**src/rtl/multi_digit_bcd_counter_pkg.sv**
```systemverilog
// Shared constants for the cascaded BCD counter: decade width, digit limits
// and the saturate/wrap mode selectors.
package multi_digit_bcd_counter_pkg;

    localparam int BCD_W = 4;

    localparam logic [BCD_W-1:0] BCD_MAX = 4'd9;
    localparam logic [BCD_W-1:0] BCD_MIN = 4'd0;

    localparam int SAT_WRAP = 0;
    localparam int SAT_HOLD = 1;

    function automatic logic bcd_valid(input logic [BCD_W-1:0] d);
        return (d <= BCD_MAX);
    endfunction

endpackage

```
**src/rtl/multi_digit_bcd_counter_digit.sv**
```systemverilog
// One BCD decade: loads, or steps up/down by one with 9<->0 rollover, and
// flags when it sits at either limit so the parent can chain carries.
module bcd_digit
    import multi_digit_bcd_counter_pkg::*;
(
    input  logic             clock,
    input  logic             clear_n,
    input  logic             step,
    input  logic             up,
    input  logic             load,
    input  logic [BCD_W-1:0] load_digit,
    output logic [BCD_W-1:0] digit,
    output logic             at_max,
    output logic             at_min
);

    always_ff @(posedge clock or negedge clear_n) begin
        if (!clear_n) begin
            digit <= BCD_MIN;
        end else if (load) begin
            digit <= load_digit;
        end else if (step) begin
            if (up)
                digit <= (digit == BCD_MAX) ? BCD_MIN : digit + 4'd1;
            else
                digit <= (digit == BCD_MIN) ? BCD_MAX : digit - 4'd1;
        end
    end

    assign at_max = (digit == BCD_MAX);
    assign at_min = (digit == BCD_MIN);

endmodule

```
**src/rtl/multi_digit_bcd_counter.sv**
```systemverilog
// Cascaded up/down BCD counter with validated parallel load, terminal count,
// and wrap / load-error pulses. Optional saturation at the limits.
module multi_digit_bcd_counter
    import multi_digit_bcd_counter_pkg::*;
#(
    parameter int DIGITS   = 4,
    parameter int SATURATE = SAT_WRAP
) (
    input  logic                  clock,
    input  logic                  clear_n,
    input  logic                  en,
    input  logic                  up,
    input  logic                  load,
    input  logic [4*DIGITS-1:0]   load_value,
    output logic [4*DIGITS-1:0]   count,
    output logic                  tc,
    output logic                  wrap,
    output logic                  load_err
);

    logic [DIGITS-1:0] at_max;
    logic [DIGITS-1:0] at_min;
    logic [DIGITS-1:0] step;
    logic              load_ok;
    logic              do_count;
    logic              at_limit;
    logic              blocked;

    always_comb begin
        load_ok = 1'b1;
        for (int i = 0; i < DIGITS; i++) begin
            if (!bcd_valid(load_value[i*BCD_W +: BCD_W]))
                load_ok = 1'b0;
        end
    end

    // Any load request, even a rejected one, takes the edge away from counting.
    assign do_count = en && !load;
    assign at_limit = up ? (&at_max) : (&at_min);
    assign blocked  = (SATURATE == SAT_HOLD) && at_limit;
    assign tc       = en && at_limit;

    always_comb begin
        step    = '0;
        step[0] = do_count && !blocked;
        for (int k = 1; k < DIGITS; k++)
            step[k] = step[k-1] && (up ? at_max[k-1] : at_min[k-1]);
    end

    for (genvar g = 0; g < DIGITS; g++) begin : g_digit
        bcd_digit u_digit (
            .clock      (clock),
            .clear_n    (clear_n),
            .step       (step[g]),
            .up         (up),
            .load       (load && load_ok),
            .load_digit (load_value[g*BCD_W +: BCD_W]),
            .digit      (count[g*BCD_W +: BCD_W]),
            .at_max     (at_max[g]),
            .at_min     (at_min[g])
        );
    end

    always_ff @(posedge clock or negedge clear_n) begin
        if (!clear_n) begin
            wrap     <= 1'b0;
            load_err <= 1'b0;
        end else begin
            wrap     <= do_count && at_limit;
            load_err <= load && !load_ok;
        end
    end

endmodule

```
**config.mk**
```make
export PLATFORM = sky130hd
export DESIGN_NAME = multi_digit_bcd_counter
export DESIGN_NICKNAME = d
export VERILOG_FILES = /design/src/rtl/multi_digit_bcd_counter_pkg.sv /design/src/rtl/multi_digit_bcd_counter_digit.sv /design/src/rtl/multi_digit_bcd_counter.sv
export SDC_FILE = /design/constraint.sdc
export NUM_CORES = 1
export LEC_CHECK = 0
export BUFFER_PORTS_ARGS = -buffer_cell sky130_fd_sc_hd__buf_4
export CAP_MARGIN = 20
export CORE_ASPECT_RATIO = 1.25
export CORE_MARGIN = 4
export CORE_UTILIZATION = 49
export CTS_BUF_LIST = sky130_fd_sc_hd__clkbuf_2
export CTS_CLUSTER_SIZE = 12
export DETAILED_ROUTE_END_ITERATION = 8
export GPL_ROUTABILITY_DRIVEN = 0
export GPL_TIMING_DRIVEN = 0
export PLACE_DENSITY = 0.81
export SYNTH_ARGS = -nofsm -noshare
export SYNTH_HDL_FRONTEND = slang
export SYNTH_SLANG_ARGS = --single-unit
```
**constraint.sdc**
```tcl
create_clock -name clock -period 2.2 [get_ports clock]
set_input_delay 0.44 -clock clock [delete_from_list [all_inputs] [get_ports clock]]
set_output_delay 0.44 -clock clock [all_outputs]
set_load 0.01 [all_outputs]
```
==> metrics list <==
- Setup crit end kind: primary output
- The analysis attributes to cell leakage a power of 0.0008906 µW.
- Clock-pin slew was measured on the worst setup and hold paths at 170 ps.
* Starting Density: 0.5185
- Timing would allow up to 400.9 MHz.
- 0 antenna diodes ended up in the layout.
* Crit-path most repeated cell: sky130_fd_sc_hd__buf_4
- Combinational power share: 0.661
- Startpoint types: primary input
* Portion of total power attributed to the clock network: 0.068
* Cell-internal power: 1171 µW
* Part of the cycle the worst path needs: 1.134
* Cells along the critical path: buf_4 > clkbuf_1 > clkbuf_2 > nand4_1 > nor4_2 > o21ai_2 > nor2_1 > buf_4
- In this run the deepest clock path goes through 2 buffers.
- TritonCTS created 3 clock buffers.
- Cells after synthesis: 200
- Setup Total Neg Slack: -685.3 ps
- The finished cells cover 2046 µm².
* Final setup fails: 5
* Maximum Capacitance Violations: 0
- The floorplan has 22 rows.
* Most instantiated cells after synthesis: sky130_fd_sc_hd__o21ai_0 (21), sky130_fd_sc_hd__nand2_1 (20), sky130_fd_sc_hd__dfrtp_1 (18)
- Height of the die: 70.71 µm
- Overall die width: 58.17 µm
- Number of hold violations in the final report: 0
- The count of nets left with antenna violations once routing finished came out at 0.
- The worst pin sits at a relative slew slack of 0.6480.
- Summed over all layers, the global routing overflow is 0.
- Min Clock Period, post-route: 2495 ps
- Setup slack on the critical path of the routed design comes to -294.6 ps.
- The critical path is of the primary input to primary output type.
* Core footprint: 2973 µm²
- Sequential share of power: 0.271
* Cell count of the worst reg-to-reg path: 5
- By area the synthesized netlist is led by sky130_fd_sc_hd__dfrtp_1 (29%), sky130_fd_sc_hd__o21ai_0 (6.8%), sky130_fd_sc_hd__nand2_1 (4.9%).
- Summed over all instances, the cell type with the most area after synthesis is sky130_fd_sc_hd__dfrtp_1.
* Max stage delay cell, worst path: sky130_fd_sc_hd__clkbuf_1
- The run finished, with violations left.
* Startpoint of the lowest-slack register-to-register path: g_digit[0].u_digit.digit[3]
- The wire-length estimate of the detail-placed layout is 3045 µm.
- Final slew viol count: 0
- Largest fanout of any net on the critical path: 10
- Count of unresolved DRC violations after routing: 0
- A synthesized cell averages 7.707 µm².
- Counting distinct cell types in the post-synthesis netlist gives 50.
- HP Start: load_value[4]
- Flops & latches, synth: 18
- Of the synthesized area, sequential elements account for 0.2922.
- Count of TritonRoute iterations in the first routing pass: 4
- The number of global-route vias before repair is 1,625.
- The later pin in the worst-skew pair is clocked with a latency of 320 ps.
* Data required time of the worst path: 1760 ps
- After the last flow step, the layout net total stands at 272.
- In this run the worst hold path is classified as primary input to flip-flop.
* Failing checks: negative setup slack
* Post-place instance area: 1879 µm²
- Of the cells placed in the final design, the portion with a size suffix greater than 1 is 0.2932.
- The cell area that synthesis handed to floorplanning was 1541 µm².
- The Yosys step of the flow raised 0 warnings.
* Clock tree from TritonCTS: yes
* Worst r2r dst: g_digit[2].u_digit.digit[0]
- Routed vias: 1,690
* Max incr delay on CP: 340 ps
- IO Count: 40
- Among all flip-flop cells after synthesis, the most frequent one is sky130_fd_sc_hd__dfrtp_1.
- Counting flops with a built-in enable in the synthesized netlist gives 0.
* Net Count, Synth: 221
* Maximum number of pins on one net before global-route repair: 19
- Power density normalized to cell area: 1036 nW/µm²
- Area overhead of the layout relative to synthesis: 32.71%
- Worst hold slack: 311.0 ps
- Max rail drop VDD: 0.7421 mV
- The first global-routing pass estimated 7203 µm of wire.
- Transition time at the pin with the least slew margin: 523.2 ps
* Antenna violations before repair: 0
* Setup repair after global routing missed its margin: yes
- Of the total power, the share spent switching nets is 0.4476.
* Count leader, synth: sky130_fd_sc_hd__o21ai_0
- Clock root buffer: sky130_fd_sc_hd__clkbuf_2
* Total clock sinks: 18
- Fraction of synthesis flops using an asynchronous set or reset pin: 1.000
- Number of I/O port buffers: 39
- The die covers 4113 µm².
* End of the critical path: tc
* Via-to-Cell Ratio: 5.930
- For this run, the total global-route usage over all layers was measured as 0.2179.
- Maximum clock skew at final layout: 2.416 ps
* Dpl ws: -471.9 ps
- Tracing the worst setup path back leads to its startpoint at up.
* Register-to-Register Setup Slack: -160 ps
- Arrival time worst endpoint: 2050 ps
- First DRT Iteration DRCs: 69
- In this run the number of H-tree levels came out at 1.
- The analysis attributes to net switching a power of 948.5 µW.
* Average wire length per cell after detail routing: 15.00 µm
- Yosys top cell area share: 0.2922
* Total Routed Length: 4275 µm
==> through the flow <==
step	power [µW]	util	cells
2_1_floorplan	1409	-	200
3_3_place_gp	1767	0.6322	275
3_5_place_dp	1794	0.6322	275
4_1_cts	2050	0.6793	287
5_1_grt	2314	0.6881	285
6_report	2119	0.6881	285
==> how the worst min path moves through the flow <==
stage / cells past startpoint / slack (ps) / end
2_1_floorplan: 0 / 140 / g_digit[0].u_digit.digit[0]
3_3_place_gp: 1 / 330 / g_digit[1].u_digit.digit[1]
6_report: 3 / 310 / g_digit[1].u_digit.digit[0]
3_5_place_dp: 1 / 330 / g_digit[1].u_digit.digit[0]
4_1_cts: 3 / 300 / g_digit[1].u_digit.digit[0]
5_1_grt: 3 / 300 / g_digit[1].u_digit.digit[0]
==> per-layer routing <==
layer | global-route usage | share of wire | up-vias
met5 | 0 | 0 | -
met4 | 0.09021 | 0.025 | 0
met3 | 0.02190 | 0.054 | 9
met2 | 0.3719 | 0.51 | 58
met1 | 0.2757 | 0.41 | 794
li1 | - | - | 829
==> area by class of cell <==
class	instances	area, µm²
multi-input cells	153	1013
plain buffers	17	82.58
flip-flops and latches	18	450.4
inverters	7	26.28
well taps	36	45.04
repair buffers	51	412.9
fillers	271	927.1
clock buffers	3	15.01
==> placed cells by master (no fill, tap or decap), types with 3 or more instances in the layout <==
master                      n
sky130_fd_sc_hd__buf_4     46
sky130_fd_sc_hd__nand2_1   20
sky130_fd_sc_hd__dfrtp_1   18
sky130_fd_sc_hd__o21ai_0   17
sky130_fd_sc_hd__nor2_1    14
sky130_fd_sc_hd__clkbuf_1  11
sky130_fd_sc_hd__nor3_1     8
sky130_fd_sc_hd__inv_1      7
sky130_fd_sc_hd__a21oi_1    7
sky130_fd_sc_hd__clkbuf_2   6
sky130_fd_sc_hd__mux2i_1    6
sky130_fd_sc_hd__a221o_1    5
sky130_fd_sc_hd__xnor2_1    5
sky130_fd_sc_hd__nand3_1    4
sky130_fd_sc_hd__buf_6      4
sky130_fd_sc_hd__nand4_1    3
sky130_fd_sc_hd__and2_1     3
sky130_fd_sc_hd__nand3b_1   3
sky130_fd_sc_hd__o21ai_1    3
sky130_fd_sc_hd__xor2_1     3
sky130_fd_sc_hd__nand4b_1   3
==> sequential cells by signal, summed over array words and instances, names as in the netlist <==
name,cells
g_digit.u_digit.digit,16
load_err,1
wrap,1
==> power by group through the flow <==
| stage | Clock (µW) | Sequential (µW) | Combinational, µW |
|---|---|---|---|
| final | 143 | 575 | 1400 |
| after global routing | 161 | 603 | 1550 |
| after CTS | 152 | 535 | 1360 |
| after detailed placement | 0 | 545 | 1250 |
| after global placement | 0 | 541 | 1230 |
| after floorplan | 0 | 586 | 823 |
==> critical path: cells and delay by family <==
| kind | cells | cell delay [ps] |
|---|---|---|
| AND/OR/NAND/NOR | 3 | 570 |
| buffers and inverters | 4 | 930 |
| AO/OA/AOI/OAI | 1 | 120 |
==> cells by family (layout without fill, tap and decap cells) <==
| kind of cell | after synthesis | after routing | share of synthesized area |
|---|---|---|---|
| compound gates | 57 | 57 | 0.2484 |
| xor+xnor | 8 | 8 | 0.04546 |
| buf+inv | 29 | 78 | 0.08198 |
| flops | 18 | 18 | 0.2922 |
| mux | 7 | 7 | 0.04627 |
| simple gates | 81 | 81 | 0.2857 |
==> repair_timing <==
action | CTS | global route
setup buffers | 8 | 3
hold endpoints to repair | 18 | 0
hold buffers | 1 | 0
resized for setup | 20 | 10
pin swaps | 8 | 11
endpoints found under the setup margin | 9 | 11
Note: power is estimated with default switching activity, not from simulation.
